[config.mk]
export PLATFORM = sky130hd
export DESIGN_NAME = sc_bs_dec
export DESIGN_NICKNAME = d
export VERILOG_FILES = /design/src/rtl/sc_dec_pkg.sv /design/src/rtl/sc_win_cnt.sv /design/src/rtl/sc_bs_dec.sv
export SDC_FILE = /design/constraint.sdc
export NUM_CORES = 1
export LEC_CHECK = 0
export CORE_ASPECT_RATIO = 0.5
export CORE_UTILIZATION = 24
export DETAILED_ROUTE_END_ITERATION = 6
export PLACE_DENSITY = 0.51
export REMOVE_ABC_BUFFERS = 1
export SKIP_CTS_REPAIR_TIMING = 1
export SYNTH_ARGS = -nofsm -noshare
export SYNTH_HDL_FRONTEND = slang
export SYNTH_SLANG_ARGS = --single-unit
[constraint.sdc]
create_clock -name clk -period 5.1 [get_ports clk]
set_input_delay 1.02 -clock clk [delete_from_list [all_inputs] [get_ports clk]]
set_output_delay 1.02 -clock clk [all_outputs]
set_load 0.1 [all_outputs]
[src/rtl/sc_dec_pkg.sv]
// Shared types and helpers for the stochastic bitstream decoder.
//   dec_state_t : decoder FSM states (IDLE / ACC / DONE)
//   DATAWD_DEF  : default log2 window length
//   bip_map     : onesCnt -> bipolar two's complement 2*ones - N, with +N saturated to N-1
package sc_dec_pkg;

    localparam int unsigned DATAWD_DEF = 8;

    typedef enum logic [1:0] {
        IDLE = 2'd0,
        ACC  = 2'd1,
        DONE = 2'd2
    } dec_state_t;

    // The result is taken from the low dw+1 bits by the caller. The only
    // unrepresentable value is +N, which is clamped to N-1.
    function automatic logic [31:0] bip_map(input logic [31:0] ones, input int unsigned dw);
        logic [31:0] n;
        n = 32'(1) << dw;
        if (ones == n) begin
            return n - 32'd1;
        end
        return (ones << 1) - n;
    endfunction

endpackage

[src/rtl/sc_win_cnt.sv]
// Window bit counter: DATAWD-bit up counter with enable, sync clear and terminal-count flag.
//   clk, rst : clock, synchronous active-high reset
//   i_en     : count one accepted bit
//   i_clr    : clear to zero (wins over i_en)
//   o_tc     : counter is at its all-ones terminal value
module sc_win_cnt #(
    parameter int unsigned DATAWD = 8
) (
    input  logic clk,
    input  logic rst,
    input  logic i_en,
    input  logic i_clr,
    output logic o_tc
);

    logic [DATAWD-1:0] r_cnt;

    // Counter wraps to zero naturally on the terminal accept.
    always_ff @(posedge clk) begin
        if (rst || i_clr) begin
            r_cnt <= '0;
        end else if (i_en) begin
            r_cnt <= r_cnt + DATAWD'(1);
        end
    end

    assign o_tc = (r_cnt == {DATAWD{1'b1}});

endmodule

[src/rtl/sc_bs_dec.sv]
// Stochastic bitstream decoder: counts ones over a window of 2^DATAWD accepted bits
// and returns the count as one result word through a valid/ready handshake.
//   clk, rst         : clock, synchronous active-high reset
//   iStart           : start a new window (also aborts a running one)
//   iBit, iBitVld    : stream bit and its valid
//   oBitRdy          : decoder accepts a bit this cycle
//   oVal, oVld, iRdy : result word, valid (held until accepted), downstream ready
//   oBusy            : window in progress
// Build option: SC_DEC_BIPOLAR_EN maps the result to 2*ones - N (saturated);
// otherwise the result is the unsigned ones count.
module sc_bs_dec
    import sc_dec_pkg::*;
#(
    parameter int unsigned DATAWD = DATAWD_DEF
) (
    input  logic              clk,
    input  logic              rst,
    input  logic              iStart,
    input  logic              iBit,
    input  logic              iBitVld,
    output logic              oBitRdy,
    output logic [DATAWD:0]   oVal,
    output logic              oVld,
    input  logic              iRdy,
    output logic              oBusy
);

    localparam int unsigned VW = DATAWD + 1;

    dec_state_t    r_state;
    dec_state_t    w_nxt_state;
    logic [VW-1:0] r_ones;
    logic [VW-1:0] r_val;
    logic [VW-1:0] w_ones_inc;
    logic [VW-1:0] w_map;
    logic          w_accept;
    logic          w_tc;
    logic          w_clr;
    logic          w_en;
    logic          w_load;

    assign w_accept   = iBitVld && (r_state == ACC);
    assign w_ones_inc = r_ones + VW'(iBit);

    // Result mapping includes the bit accepted on the terminal cycle.
`ifdef SC_DEC_BIPOLAR_EN
    assign w_map = VW'(bip_map(32'(w_ones_inc), DATAWD));
`else
    assign w_map = w_ones_inc;
`endif

    sc_win_cnt #(
        .DATAWD (DATAWD)
    ) u_win_cnt (
        .clk   (clk),
        .rst   (rst),
        .i_en  (w_en),
        .i_clr (w_clr),
        .o_tc  (w_tc)
    );

    // State register.
    always_ff @(posedge clk) begin
        if (rst) begin
            r_state <= IDLE;
        end else begin
            r_state <= w_nxt_state;
        end
    end

    // Next-state and counter control.
    always_comb begin
        w_nxt_state = r_state;
        w_clr       = 1'b0;
        w_en        = 1'b0;
        w_load      = 1'b0;
        case (r_state)
            IDLE: begin
                if (iStart) begin
                    w_nxt_state = ACC;
                    w_clr       = 1'b1;
                end
            end
            ACC: begin
                // A restart discards the bit presented in the same cycle.
                if (iStart) begin
                    w_clr = 1'b1;
                end else if (w_accept) begin
                    w_en = 1'b1;
                    if (w_tc) begin
                        w_load      = 1'b1;
                        w_nxt_state = DONE;
                    end
                end
            end
            DONE: begin
                if (iRdy) begin
                    if (iStart) begin
                        w_nxt_state = ACC;
                        w_clr       = 1'b1;
                    end else begin
                        w_nxt_state = IDLE;
                    end
                end
            end
            default: begin
                w_nxt_state = IDLE;
            end
        endcase
    end

    // Ones counter; range 0..N fits in DATAWD+1 bits.
    always_ff @(posedge clk) begin
        if (rst || w_clr) begin
            r_ones <= '0;
        end else if (w_en) begin
            r_ones <= w_ones_inc;
        end
    end

    // Result word, held until the next terminal accept.
    always_ff @(posedge clk) begin
        if (rst) begin
            r_val <= '0;
        end else if (w_load) begin
            r_val <= w_map;
        end
    end

    assign oBitRdy = (r_state == ACC);
    assign oBusy   = (r_state == ACC);
    assign oVld    = (r_state == DONE);
    assign oVal    = r_val;

endmodule

## After elaboration in Yosys (flattened, before gate mapping)

Index checks and enable logic that the tools add are counted.

- Flip-flop bits (word level): 28
- Logic and storage cells: 36

- Muxes and demuxes: 17
- Equality and inequality tests: 8
- Reduce and logical (&&, ||, !) cells: 5
- Add/subtract/negate cells: 2

Operators by type and width:

| operator | number |
|---|---|
| 2-to-1 mux 1 bit | 10 |
| 2-to-1 mux 2 bit | 5 |
| adder 9 x 1 -> 9 bit | 1 |
| adder 8 x 1 -> 8 bit (second input constant) | 1 |
| == test 8 bit (second input constant) | 1 |
| inequality test 2 x 1 -> 1 bit (second input constant) | 3 |
| one-hot mux 2 bit (3 select lines) | 1 |
| AND reduction 5 bit | 1 |
| inequality test 2 bit (second input constant) | 2 |
| == test 2 x 1 -> 1 bit (second input constant) | 1 |
| == test 2 bit (second input constant) | 1 |
| logical NOT 2 bit | 1 |
| one-hot mux 1 bit (2 select lines) | 1 |
| OR reduction 2 bit | 1 |
| logical AND 1 bit | 1 |
| logical OR 1 bit | 1 |

## Depth between registers and ports, before layout

- Depth after elaboration: 5
- Depth in mapped cells: 6
- Mapped depth without buffers: 6

## Hierarchy

A second synthesis with hierarchy kept.

- Cell total of the unflattened synthesis: 148
- Area, all modules: 1296.2 um2

By module, submodules not included:

| module | cells each | instances | area an instance (um2) |
|---|---|---|---|
| sc_bs_dec | 108 | 1 | 940.9 |
| sc_win_cnt | 40 | 1 | 355.3 |

## Worst setup path after synthesis

OpenSTA, ideal clock, no wires.

- Path type: reg-to-output
- Start point: reg r_state[0]
- End point: out oBusy
- Data required time: 4080 ps
- Arrival: 1519 ps
- Buffers on the path: 1
- Setup slack: 2561 ps
- Cell stages (with the launch flop): 4
- Cells stage by stage: dfxtp_1 > nand2b_4 > inv_1 > buf_4

- Cells in the longest elaborated chain, start to end: 1

Ends and longest elaborated chain:

| element | line | RTL |
|---|---|---|
| start, declared | sc_bs_dec.sv:30 | `dec_state_t r_state;` |
| start signal, assigned | sc_bs_dec.sv:67 | `r_state <= w_nxt_state;` |
| == test 2 x 1 -> 1 bit | n/a |  |
| end, declared | sc_bs_dec.sv:25 | `output logic oBusy` |

No other way between the ends.

## Worst setup path after layout

- Start point: reg r_state[0]
- End point: out oBitRdy

- Cells in the longest elaborated chain, start to end: 1

Ends and longest elaborated chain:

| element | line | RTL |
|---|---|---|
| == test 2 x 1 -> 1 bit | sc_bs_dec.sv:130 | `assign oBitRdy = (r_state == ACC);` |
| end, declared | sc_bs_dec.sv:21 | `output logic oBitRdy,` |

No other way between the ends.

==> out/qor.json <==
{
  "final_antenna_net_count": {"value": 0},
  "synth.yosys.warnings": {"value": 0},
  "grt_antenna_before_repair": {"value": 0},
  "finalCriticalPeriod": {"value": 3061, "unit": "ps"},
  "timing.critical_path.fanout_max": {"value": 6},
  "layout_common_cells": {"value": "sky130_fd_sc_hd__nor2_1 (32), sky130_fd_sc_hd__dfxtp_1 (28), sky130_fd_sc_hd__clkdlybuf4s50_1 (17)"},
  "number_of_flops_mapped_to_enable_cells_by_yosys": {"value": 0},
  "status": {"value": "complete, no violations"},
  "grt_setup_unrepaired": {"value": "false"},
  "syn-instance-count": {"value": 146},
  "floorplan.io_pins": {"value": 18},
  "ys_async_sr_fraction": {"value": 0},
  "drive_gt1_frac": {"value": 0.05660},
  "clk_pin_slew_worst_paths": {"value": 90, "unit": "ps"},
  "start_kind": {"value": "flop"},
  "p_leak": {"value": 0.5123, "unit": "nW"},
  "critPathRequiredTime": {"value": 4080, "unit": "ps"},
  "tritoncts.num_buffers": {"value": 3},
  "detail_route.wl_per_cell": {"value": 10.43, "unit": "µm"},
  "yosys_most_used_dff": {"value": "sky130_fd_sc_hd__dfxtp_1"},
  "timing.max_cap.violations": {"value": 0},
  "hold_path_depth": {"value": 2},
  "final-hold-violation-count": {"value": 0},
  "drtPass1Iterations": {"value": 4},
  "part_of_the_total_power_dissipated_in_sequential_elements": {"value": 0.574},
  "crit_arrival": {"value": 2040, "unit": "ps"},
  "post_synth_instance_area": {"value": 0.001306, "unit": "mm²"},
  "power.density": {"value": 243.9, "unit": "mW/mm²"},
  "end_kind": {"value": "primary output"},
  "grt_use_total": {"value": 0.09197},
  "share_clk_of_total_power": {"value": 0.359},
  "synth.distinct_cells": {"value": 28},
  "cts.sinks": {"value": 28},
  "finalMaxSlewViolations": {"value": 0},
  "layout.nets": {"value": 169},
  "timing.final.crit_share": {"value": 0.6001},
  "numPortBuffers": {"value": 17},
  "grt_first_pass_wirelength": {"value": 4071, "unit": "µm"},
  "pin_count_of_the_biggest_net_entering_global_routing": {"value": 18},
  "cts_tree": {"value": "done"},
  "die-width": {"value": 106.3, "unit": "µm"},
  "power": {"value": 0.0003845, "unit": "W"},
  "worst_hold_slack": {"value": 466.1, "unit": "ps"},
  "diodes": {"value": 0},
  "multi_input_comb_area": {"value": 688.2, "unit": "µm²"},
  "worst_ir_drop_vdd": {"value": 0.0001190, "unit": "V"},
  "synth-seq-area-share": {"value": 0.4291},
  "finalWeightedCongestion": {"value": 0.6841},
  "buffer_cell_driving_the_clock_tree_root": {"value": "sky130_fd_sc_hd__clkbuf_8"},
  "rr_worst_depth": {"value": 5},
  "switching_share": {"value": 0.2282},
  "drt-vias-per-instance": {"value": 4.197},
  "utilization": {"value": 0.3111},
  "grt-ovfl-total": {"value": 0},
  "synth_area_leaders": {"value": "sky130_fd_sc_hd__dfxtp_1 (43%), sky130_fd_sc_hd__xnor2_1 (10%), sky130_fd_sc_hd__nor2_1 (9.2%)"},
  "post-route-drc-count": {"value": 0},
  "max_clock_freq": {"value": 0.3267, "unit": "GHz"},
  "num_vias": {"value": 961},
  "fp.coreArea": {"value": 0.005067, "unit": "mm²"},
  "postSynthAreaPerCell": {"value": 8.947, "unit": "µm²"},
  "fin_worst_skew": {"value": 5.013, "unit": "ps"},
  "combinational_fraction_of_design_power": {"value": 0.068},
  "first_global_vias": {"value": 879},
  "placed_wire_length_estimate": {"value": 1718, "unit": "µm"},
  "floorplan.die.height": {"value": 54.17, "unit": "µm"},
  "register_area": {"value": 560.5, "unit": "µm²"},
  "synth_top_area_frac": {"value": 0.4291},
  "fp-row-count": {"value": 18},
  "syn_to_final_growth": {"value": 20.69, "unit": "%"},
  "worstHoldPathType": {"value": "flop to flop"},
  "worst_slew_pin_slew": {"value": 1112, "unit": "ps"},
  "p_int": {"value": 0.0002968, "unit": "W"},
  "dieArea": {"value": 0.005760, "unit": "mm²"},
  "max-clock-path-buffers": {"value": 2},
  "initialDrtViolationCount": {"value": 13},
  "setup_viol": {"value": 0},
  "power.net_switching": {"value": 0.00008775, "unit": "W"},
  "floorplan.initialDensity": {"value": 0.2578},
  "routed_wl": {"value": 2389, "unit": "µm"},
  "clk-insertion-delay-late": {"value": 270, "unit": "ps"},
  "fillers": {"value": 532},
  "mostFrequentLayoutCell": {"value": "sky130_fd_sc_hd__nor2_1"},
  "setup_total_negative_slack": {"value": 0, "unit": "ps"},
  "yosysTopAreaCell": {"value": "sky130_fd_sc_hd__dfxtp_1"},
  "slew_headroom": {"value": 0.2486},
  "synth-seq-cells": {"value": 28},
  "timing_worst_setup_path_type": {"value": "flop to primary output"},
  "cts_htree_levels": {"value": 1}
}
-- synthesized netlist by cell type, drive strengths merged (2+ instances only) --
master	instances
nor2	32
dfxtp	28
xnor2	15
nand2	11
a211oi	7
nor3	7
nand3	6
xor2	6
clkbuf	5
a21oi	4
inv	4
buf	3
ha	3
nand4	3
mux2i	2
-- stage by stage --
step           worst slack, ps  cells  cell area [µm²]
6_report                  2039    229             1577
5_1_grt                   1933    229             1577
4_1_cts                   2039    229             1577
3_5_place_dp              2009    225             1521
3_3_place_gp              2023    225             1521
2_1_floorplan             2432    138             1264
-- sequential cells by signal, indices dropped and copies added (netlist names) --
signal and cells:
oVal 9, r_ones 9, r_state 2, u_win_cnt.r_cnt 8
-- worst max-delay path, stage by stage, from the launching register on --
cell and delay, ps:
sky130_fd_sc_hd__dfxtp_1 470, sky130_fd_sc_hd__nand2b_4 100, sky130_fd_sc_hd__inv_1 70, sky130_fd_sc_hd__clkdlybuf4s50_1 1120
-- cell families (layout without fill, tap and decap cells) --
group,after synthesis,after routing,share of synthesized area
AO/OA/AOI/OAI,14,14,0.08046
adder cells (fa/ha/maj),3,3,0.02874
buffers and inverters,12,25,0.04406
AND/OR/NAND/NOR,66,66,0.2615
flip-flops,28,28,0.4291
XOR/XNOR,21,21,0.1408
multiplexers,2,2,0.01533
-- metal layers --
| metal | vias to the layer above | GRT usage | wire (µm) |
|---|---|---|---|
| li1 | 514 | - | - |
| met1 | 436 | 0.1078 | 1206 |
| met2 | 9 | 0.1710 | 1121 |
| met3 | 2 | 0.02663 | 50 |
| met4 | 0 | 0.02083 | 10 |
| met5 | - | 0 | 0 |
-- path summary, 6_finish.rpt --
kind / startpoint / endpoint / slack [ps]
max: r_state[0]$_SDFFE_PP0P_ / oBitRdy / 2040
min: r_ones[0]$_SDFFE_PP0P_ / r_ones[0]$_SDFFE_PP0P_ / 470
max reg2reg: u_win_cnt.r_cnt[0]$_SDFFE_PP0P_ / oVal[0]$_SDFFE_PP0P_ / 3100
min reg2reg: r_ones[0]$_SDFFE_PP0P_ / r_ones[0]$_SDFFE_PP0P_ / 470
-- power groups by stage --
stage | logic (W) | registers, W | clock network [W]
4_1_cts | 0.0000264 | 0.000221 | 0.000143
3_3_place_gp | 0.0000262 | 0.000226 | 0
6_report | 0.0000260 | 0.000221 | 0.000138
5_1_grt | 0.0000276 | 0.000221 | 0.000155
2_1_floorplan | 0.0000157 | 0.000225 | 0
3_5_place_dp | 0.0000263 | 0.000226 | 0
-- layout make-up --
class	instances	share of cell area
Sequential cell	28	0.3556
Clock buffer	4	0.03492
Timing Repair Buffer	17	0.1079
Multi-Input combinational cell	106	0.4365
Tap cell	70	0.05556
Inverter	4	0.009524
(Power assumes the default switching activity.)
